**config.mk**
```make
export PLATFORM = sky130hd
export DESIGN_NAME = inst_fetch_flat
export DESIGN_NICKNAME = d
export VERILOG_FILES = /design/src/rtl/inst_fetch_if.sv /design/src/rtl/inst_fetch.sv /design/src/flat_wrapper.sv
export SDC_FILE = /design/constraint.sdc
export NUM_CORES = 1
export LEC_CHECK = 0
export BUFFER_PORTS_ARGS = -buffer_cell sky130_fd_sc_hd__buf_2
export CAP_MARGIN = 20
export CELL_PAD_IN_SITES_DETAIL_PLACEMENT = 1
export CELL_PAD_IN_SITES_GLOBAL_PLACEMENT = 1
export CORE_MARGIN = 4
export CORE_UTILIZATION = 40
export CTS_BUF_LIST = sky130_fd_sc_hd__clkbuf_16
export CTS_CLUSTER_DIAMETER = 100
export DETAILED_ROUTE_END_ITERATION = 16
export PLACE_DENSITY_LB_ADDON = 0.1
export SLEW_MARGIN = 5
export SYNTH_ARGS = -nofsm -noshare
export SYNTH_HDL_FRONTEND = slang
export SYNTH_SLANG_ARGS = --single-unit
export TNS_END_PERCENT = 50
```
**constraint.sdc**
```tcl
create_clock -name clk -period 4 [get_ports clk]
set_clock_uncertainty 0.2 [all_clocks]
set_input_delay 0.4 -clock clk [delete_from_list [all_inputs] [get_ports clk]]
set_output_delay 0.4 -clock clk [all_outputs]
set_load 0.02 [all_outputs]
```
**src/rtl/inst_fetch_if.sv**
```systemverilog
`default_nettype none
// +----------------------------------------------------------------------+
// | inst_fetch_if : bus between the fetch stage, its instruction memory, |
// | the hazard unit, decode and execute.           Revision: 1.0         |
// +----------------------------------------------------------------------+
interface inst_fetch_if;
  logic        imem_en;
  logic [31:0] imem_addr;
  logic [31:0] imem_rdata;
  logic        IF_stall;
  logic        ID_jmp_vld;
  logic [31:0] ID_imm;
  logic        EX_jmp_vld;
  logic [31:0] EX_jmp_addr;
  logic [31:0] IF_inst;
  logic [31:0] IF_pc;
  logic        IF_vld;

  modport master (
    output imem_en, imem_addr, IF_inst, IF_pc, IF_vld,
    input  imem_rdata, IF_stall, ID_jmp_vld, ID_imm, EX_jmp_vld, EX_jmp_addr
  );

  modport slave (
    input  imem_en, imem_addr, IF_inst, IF_pc, IF_vld,
    output imem_rdata, IF_stall, ID_jmp_vld, ID_imm, EX_jmp_vld, EX_jmp_addr
  );
endinterface
`default_nettype wire

```
**src/rtl/inst_fetch.sv**
```systemverilog
`default_nettype none
// +----------------------------------------------------------------------+
// | inst_fetch : PC, 1-cycle-latency imem requests, IF/ID register and a |
// | 1-entry skid buffer that absorbs decode stalls.  Revision: 1.0       |
// +----------------------------------------------------------------------+
module inst_fetch #(
  parameter logic [31:0] PC_RESET = 32'h0000_0000,
  parameter logic [31:0] NOP_INST = 32'h0000_0013
) (
  input  logic        clk,
  input  logic        rst,
  inst_fetch_if.master bus
);

  localparam logic [31:0] PC_START = {PC_RESET[31:2], 2'b00};

  logic [31:0] fetch_pc_q, fetch_pc_d;
  logic        rsp_vld_q, rsp_vld_d;
  logic [31:0] rsp_pc_q, rsp_pc_d;
  logic        skid_vld_q, skid_vld_d;
  logic [31:0] skid_inst_q, skid_inst_d;
  logic [31:0] skid_pc_q, skid_pc_d;
  logic [31:0] if_inst_q, if_inst_d;
  logic [31:0] if_pc_q, if_pc_d;
  logic        if_vld_q, if_vld_d;

  logic        ex_redir;
  logic        jal_redir;
  logic        redir;
  logic        issue;
  logic [31:0] jal_sum;
  logic [31:0] redir_tgt;
  logic        unused_ok;

  always_comb begin
    jal_sum   = if_pc_q + bus.ID_imm;
    ex_redir  = bus.EX_jmp_vld;
    jal_redir = if_vld_q & bus.ID_jmp_vld & ~bus.IF_stall & ~bus.EX_jmp_vld;
    redir     = ex_redir | jal_redir;
    redir_tgt = ex_redir ? {bus.EX_jmp_addr[31:2], 2'b00} : {jal_sum[31:2], 2'b00};
    // Issue only while the skid/response pair still has a free slot to land in.
    issue     = ~bus.IF_stall | (~skid_vld_q & ~rsp_vld_q);
  end

  assign bus.imem_en   = ~rst & (redir | issue);
  assign bus.imem_addr = rst ? PC_START : (redir ? redir_tgt : fetch_pc_q);
  assign bus.IF_inst   = if_inst_q;
  assign bus.IF_pc     = if_pc_q;
  assign bus.IF_vld    = if_vld_q;
  assign unused_ok     = ^{bus.EX_jmp_addr[1:0], jal_sum[1:0]};

  always_comb begin
    fetch_pc_d  = fetch_pc_q;
    rsp_vld_d   = rsp_vld_q;
    rsp_pc_d    = rsp_pc_q;
    skid_vld_d  = skid_vld_q;
    skid_inst_d = skid_inst_q;
    skid_pc_d   = skid_pc_q;
    if_inst_d   = if_inst_q;
    if_pc_d     = if_pc_q;
    if_vld_d    = if_vld_q;

    if (redir) begin
      // The response in flight belongs to the wrong path and is dropped.
      fetch_pc_d = redir_tgt + 32'd4;
      rsp_vld_d  = 1'b1;
      rsp_pc_d   = redir_tgt;
      skid_vld_d = 1'b0;
      if_vld_d   = 1'b0;
      if_inst_d  = NOP_INST;
    end else begin
      if (issue) begin
        fetch_pc_d = fetch_pc_q + 32'd4;
        rsp_vld_d  = 1'b1;
        rsp_pc_d   = fetch_pc_q;
      end else begin
        rsp_vld_d = 1'b0;
      end

      if (!bus.IF_stall) begin
        if (skid_vld_q) begin
          if_inst_d  = skid_inst_q;
          if_pc_d    = skid_pc_q;
          if_vld_d   = 1'b1;
          skid_vld_d = 1'b0;
        end else if (rsp_vld_q) begin
          if_inst_d = bus.imem_rdata;
          if_pc_d   = rsp_pc_q;
          if_vld_d  = 1'b1;
        end else begin
          if_inst_d = NOP_INST;
          if_vld_d  = 1'b0;
        end
      end else if (rsp_vld_q && !skid_vld_q) begin
        skid_vld_d  = 1'b1;
        skid_inst_d = bus.imem_rdata;
        skid_pc_d   = rsp_pc_q;
      end
    end
  end

  always_ff @(posedge clk) begin
    if (rst) begin
      fetch_pc_q  <= PC_START;
      rsp_vld_q   <= 1'b0;
      rsp_pc_q    <= 32'd0;
      skid_vld_q  <= 1'b0;
      skid_inst_q <= NOP_INST;
      skid_pc_q   <= 32'd0;
      if_inst_q   <= NOP_INST;
      if_pc_q     <= 32'd0;
      if_vld_q    <= 1'b0;
    end else begin
      fetch_pc_q  <= fetch_pc_d;
      rsp_vld_q   <= rsp_vld_d;
      rsp_pc_q    <= rsp_pc_d;
      skid_vld_q  <= skid_vld_d;
      skid_inst_q <= skid_inst_d;
      skid_pc_q   <= skid_pc_d;
      if_inst_q   <= if_inst_d;
      if_pc_q     <= if_pc_d;
      if_vld_q    <= if_vld_d;
    end
  end

endmodule
`default_nettype wire

```
**src/flat_wrapper.sv**
```systemverilog
// flat-port wrapper written by rule: the top's interface ports become plain ports
module inst_fetch_flat 
#(
  parameter logic [31:0] PC_RESET = 32'h0000_0000,
  parameter logic [31:0] NOP_INST = 32'h0000_0013
)
  (clk, rst, bus_imem_en, bus_imem_addr, bus_IF_inst, bus_IF_pc, bus_IF_vld, bus_imem_rdata, bus_IF_stall, bus_ID_jmp_vld, bus_ID_imm, bus_EX_jmp_vld, bus_EX_jmp_addr);
  inst_fetch_if bus_i ();
  input  logic clk;
  input  logic rst;
  output wire logic [$bits(bus_i.imem_en)-1:0] bus_imem_en;
  output wire logic [$bits(bus_i.imem_addr)-1:0] bus_imem_addr;
  output wire logic [$bits(bus_i.IF_inst)-1:0] bus_IF_inst;
  output wire logic [$bits(bus_i.IF_pc)-1:0] bus_IF_pc;
  output wire logic [$bits(bus_i.IF_vld)-1:0] bus_IF_vld;
  input wire logic [$bits(bus_i.imem_rdata)-1:0] bus_imem_rdata;
  input wire logic [$bits(bus_i.IF_stall)-1:0] bus_IF_stall;
  input wire logic [$bits(bus_i.ID_jmp_vld)-1:0] bus_ID_jmp_vld;
  input wire logic [$bits(bus_i.ID_imm)-1:0] bus_ID_imm;
  input wire logic [$bits(bus_i.EX_jmp_vld)-1:0] bus_EX_jmp_vld;
  input wire logic [$bits(bus_i.EX_jmp_addr)-1:0] bus_EX_jmp_addr;
  assign bus_imem_en = bus_i.imem_en;
  assign bus_imem_addr = bus_i.imem_addr;
  assign bus_IF_inst = bus_i.IF_inst;
  assign bus_IF_pc = bus_i.IF_pc;
  assign bus_IF_vld = bus_i.IF_vld;
  assign bus_i.imem_rdata = bus_imem_rdata;
  assign bus_i.IF_stall = bus_IF_stall;
  assign bus_i.ID_jmp_vld = bus_ID_jmp_vld;
  assign bus_i.ID_imm = bus_ID_imm;
  assign bus_i.EX_jmp_vld = bus_EX_jmp_vld;
  assign bus_i.EX_jmp_addr = bus_EX_jmp_addr;
  inst_fetch #(.PC_RESET(PC_RESET), .NOP_INST(NOP_INST)) u_core (.clk(clk), .rst(rst), .bus(bus_i));
endmodule
```
==> key figures <==
Placement
  • Post-DP HPWL: 24.7 mm
  • Port Buffer Count: 190
  • Inst Count DP: ~1.8k
  • RePlAce Congestion: 0.872

Clocking
  • CTS Buf Count: 17
  • Clk buf depth: 2
  • Clock root buffer: clkbuf_16
  • Clock Latency Late Sink: ~0.44 ns
  • CTS H-tree depth: 4
  • CTS tree: built
  • Clock edge transition at the registers on the reported setup and hold paths: about 0.08 ns
  • CTS Sinks: approximately 190

Logic synthesis
  • FF+latch count, synth: 187
  • Warnings from Yosys: 0
  • Sequential area share after synthesis: between 30% and 40%
  • Post-synth EDFFs: 0
  • Top cell type's share of synthesized area: ~37%
  • Synth cell types: 76
  • Post-synth top cells: nand2_1, nor2_1, dfxtp_1
  • Synth area leaders: dfxtp_1, a21oi_1, nand2_1, nor2_1, a211oi_1
  • Largest area contributor in the netlist: dfxtp_1
  • Mapped Cells: about 1.3k
  • Mapped Avg Cell Area: 7.55 um^2
  • Synth Cell Area: between 10000 and 15000 um^2
  • Ys flop type: dfxtp_1
  • Async SR Flop Fraction: 0%
  • Top-count cell post-synth: nand2_1

Floorplanning
  • I/O pin count: between 150 and 200
  • Starting Density: 41.2%
  • Die Y: roughly 170 um
  • Row cnt: 57
  • Die area: roughly 28000 um^2
  • Die Wd: 167 um
  • Core Area: approximately 25000 um^2

Routing
  • Final ANT Viol Nets: 0
  • Wire per inst: 18.7 um
  • Iteration-0 DRC Markers: about 470
  • DR pass1 iterations: 7
  • Vias per cell: approximately 5.4
  • Vias: a little over 10k
  • Final wirelength: 35.4 mm
  • Remaining routing DRC violations: 0

STA
  • Unrepaired setup endpoints after global routing: true
  • Slew HR: between 20% and 30%
  • Final hold violation count: 0
  • Tightest Pin Transition: 1.06 ns
  • # setup viols final: 1
  • Hold WS: between 0.01 and 0.015 ns
  • Final Critical Period: roughly 4 ns
  • Fin. max-slew vios: 0
  • Tcrit/Tclk final: 100%
  • Max Clock Freq: between 200 and 250 MHz
  • Fin worst setup slack: -0.00475 ns

Outcome
  • Status: finished with violations
  • Failing checks: setup timing

Layout
  • Share of cells above drive strength 1: between 20% and 30%
  • Area growth, synth to finish: 26.7%
  • Post-Layout Cell Count: approximately 1.9k
  • NumNets Final: between 1.5k and 2k
  • Final core occ: a little over half

Worst setup path
  • Worst-path maximum fanout: 3
  • Slowest stage delay, CP: roughly 0.37 ns
  • Crit-path cells: ha_4 -> fa_2 -> a211oi_4 -> o211ai_2 -> a41oi_2 -> buf_6 -> a21oi_4 -> o2111ai_4 -> a21oi_2 -> or3_1 -> and3_4 -> nor2_4 -> buf_6
  • Worst Setup End Kind: primary output
  • Critical Path AT: approximately 3.4 ns
  • Required @ worst endpoint: ~3.4 ns
  • WP buf/inv: 2
  • CP startpoint kind: flip-flop
  • CP max stage cell: fa_2
  • Kind of critical path: flip-flop to primary output
  • Dominant delay contributor by cell family on the critical path: compound AO/OA/AOI/OAI gates
  • Crit-path most repeated cell: buf_6

Global route
  • Gr usage total: around a quarter
  • Total gr overflow: 0
  • Global-route wire length before repair: 56.8 mm
  • Vias in the first global route: roughly 11k
  • Antenna violations before repair: 4
  • Pin count of the biggest net entering global routing: 115

Power
  • Power Total: between 4 and 5 mW
  • LEAKAGE: 5.31 nW
  • Pwr/cell area: ~360 nW/um^2
  • VDD IR-drop max: between 200 and 250 uV

Run
  • Max-Cap Viols: 0

Worst hold path
  • Worst hold-check path type: input pin to flip-flop
-- tightest hold or removal path, cell delays in order --
cell	delay, ns
buf_2	0.11
nand2_1	0.05
a21oi_1	0.05
-- logic make-up after synthesis --
group	Yosys count	synth area share (%)
other cells	1	0.0370
simple gates	573	25.0
mux	35	3.47
compound gates	361	22.4
xor+xnor	44	3.80
fa+ha+maj	31	3.90
buf+inv	111	4.51
flops	187	36.9
-- placed cells by master, fill, tap and decap left out, types with 5 or more instances in the layout --
cell type and instances:
nand3_1 14, o21a_1 7, xnor2_1 35, mux2i_1 34, dfxtp_1 185, a211oi_1 56, buf_2 185, o21ai_2 7
nand4_1 9, ha_1 22, a221oi_1 9, or3_1 7, o211ai_1 8, nand2b_1 7, a21o_1 9, o21ai_0 28
a21oi_1 177, xor2_1 9, dlygate4sd3_1 27, nor2b_1 12, ha_4 5, buf_4 74, nand2_1 227, clkinv_4 5
inv_1 8, a211o_1 6, nor3_1 16, o21ai_1 9, clkbuf_16 17, and3_1 19, nor2_1 224
-- registers in the layout, indices dropped and copies added, names as in the netlist --
register and cells:
u_core.skid_pc_q 30, u_core.bus.IF_vld 1, u_core.bus.IF_pc 30, u_core.rsp_vld_q 1, u_core.skid_vld_q 1, u_core.rsp_pc_q 30, u_core.bus.IF_inst 32, u_core.skid_inst_q 32
u_core.fetch_pc_q 30
-- repair_timing --
action	in CTS	in global routing
gates resized for setup	28	28
setup endpoints to repair	9	16
endpoints found under the hold margin	27	0
buffers inserted	4	5
hold buffers	27	0
pin swaps	10	14
-- final timing paths --
path,from,endpoint,slack (ns),depth (start not counted)
worst min register to register,u_core.fetch_pc_q[7],u_core.fetch_pc_q[7],0.26,2
worst min-delay path,bus_imem_rdata[6],u_core.skid_inst_q[6],0.01,3
worst max-delay path,u_core.bus.IF_pc[2],bus_imem_addr[30],-0.005,13
worst max register to register,u_core.bus.IF_pc[2],u_core.fetch_pc_q[30],0.10,14
-- report_power, final --
group | leakage [nW] | internal (mW) | total [mW] | switching [mW]
logic | 3.50 | 0.376 | 0.948 | 0.572
clock network | 0.282 | 0.835 | 1.71 | 0.871
registers | 1.53 | 1.95 | 2.01 | 0.0619
-- through the flow --
stage | TNS [ns] | worst slack (ns) | cell area, um^2
6_report | -0.00475 | -0.00475 | 12800
5_1_grt | -0.313 | -0.125 | 12800
4_1_cts | -0.0564 | -0.0277 | 12700
3_5_place_dp | -0.767 | -0.174 | 11700
3_3_place_gp | -0.210 | -0.0766 | 11700
2_1_floorplan | 0 | 0.282 | 10100
-- routing by layer --
layer	wire length, um	track usage, %	part of all wire [%]
met1	16200	32.2	46
met2	16900	41.7	48
met3	1750	5.68	4.9
met4	504	5.72	1.4
met5	28	0	0.079
-- cell type report --
type,count,area [um^2]
fill,3099,11800
multi-input combinational,1048,6200
sequential,187,3750
timing repair buffer,294,1870
clock buffer,17,425
tap,324,405
clock inverter,14,161
inverter,8,30.0
antenna,1,2.50
Note: power is estimated with default switching activity, not from simulation.
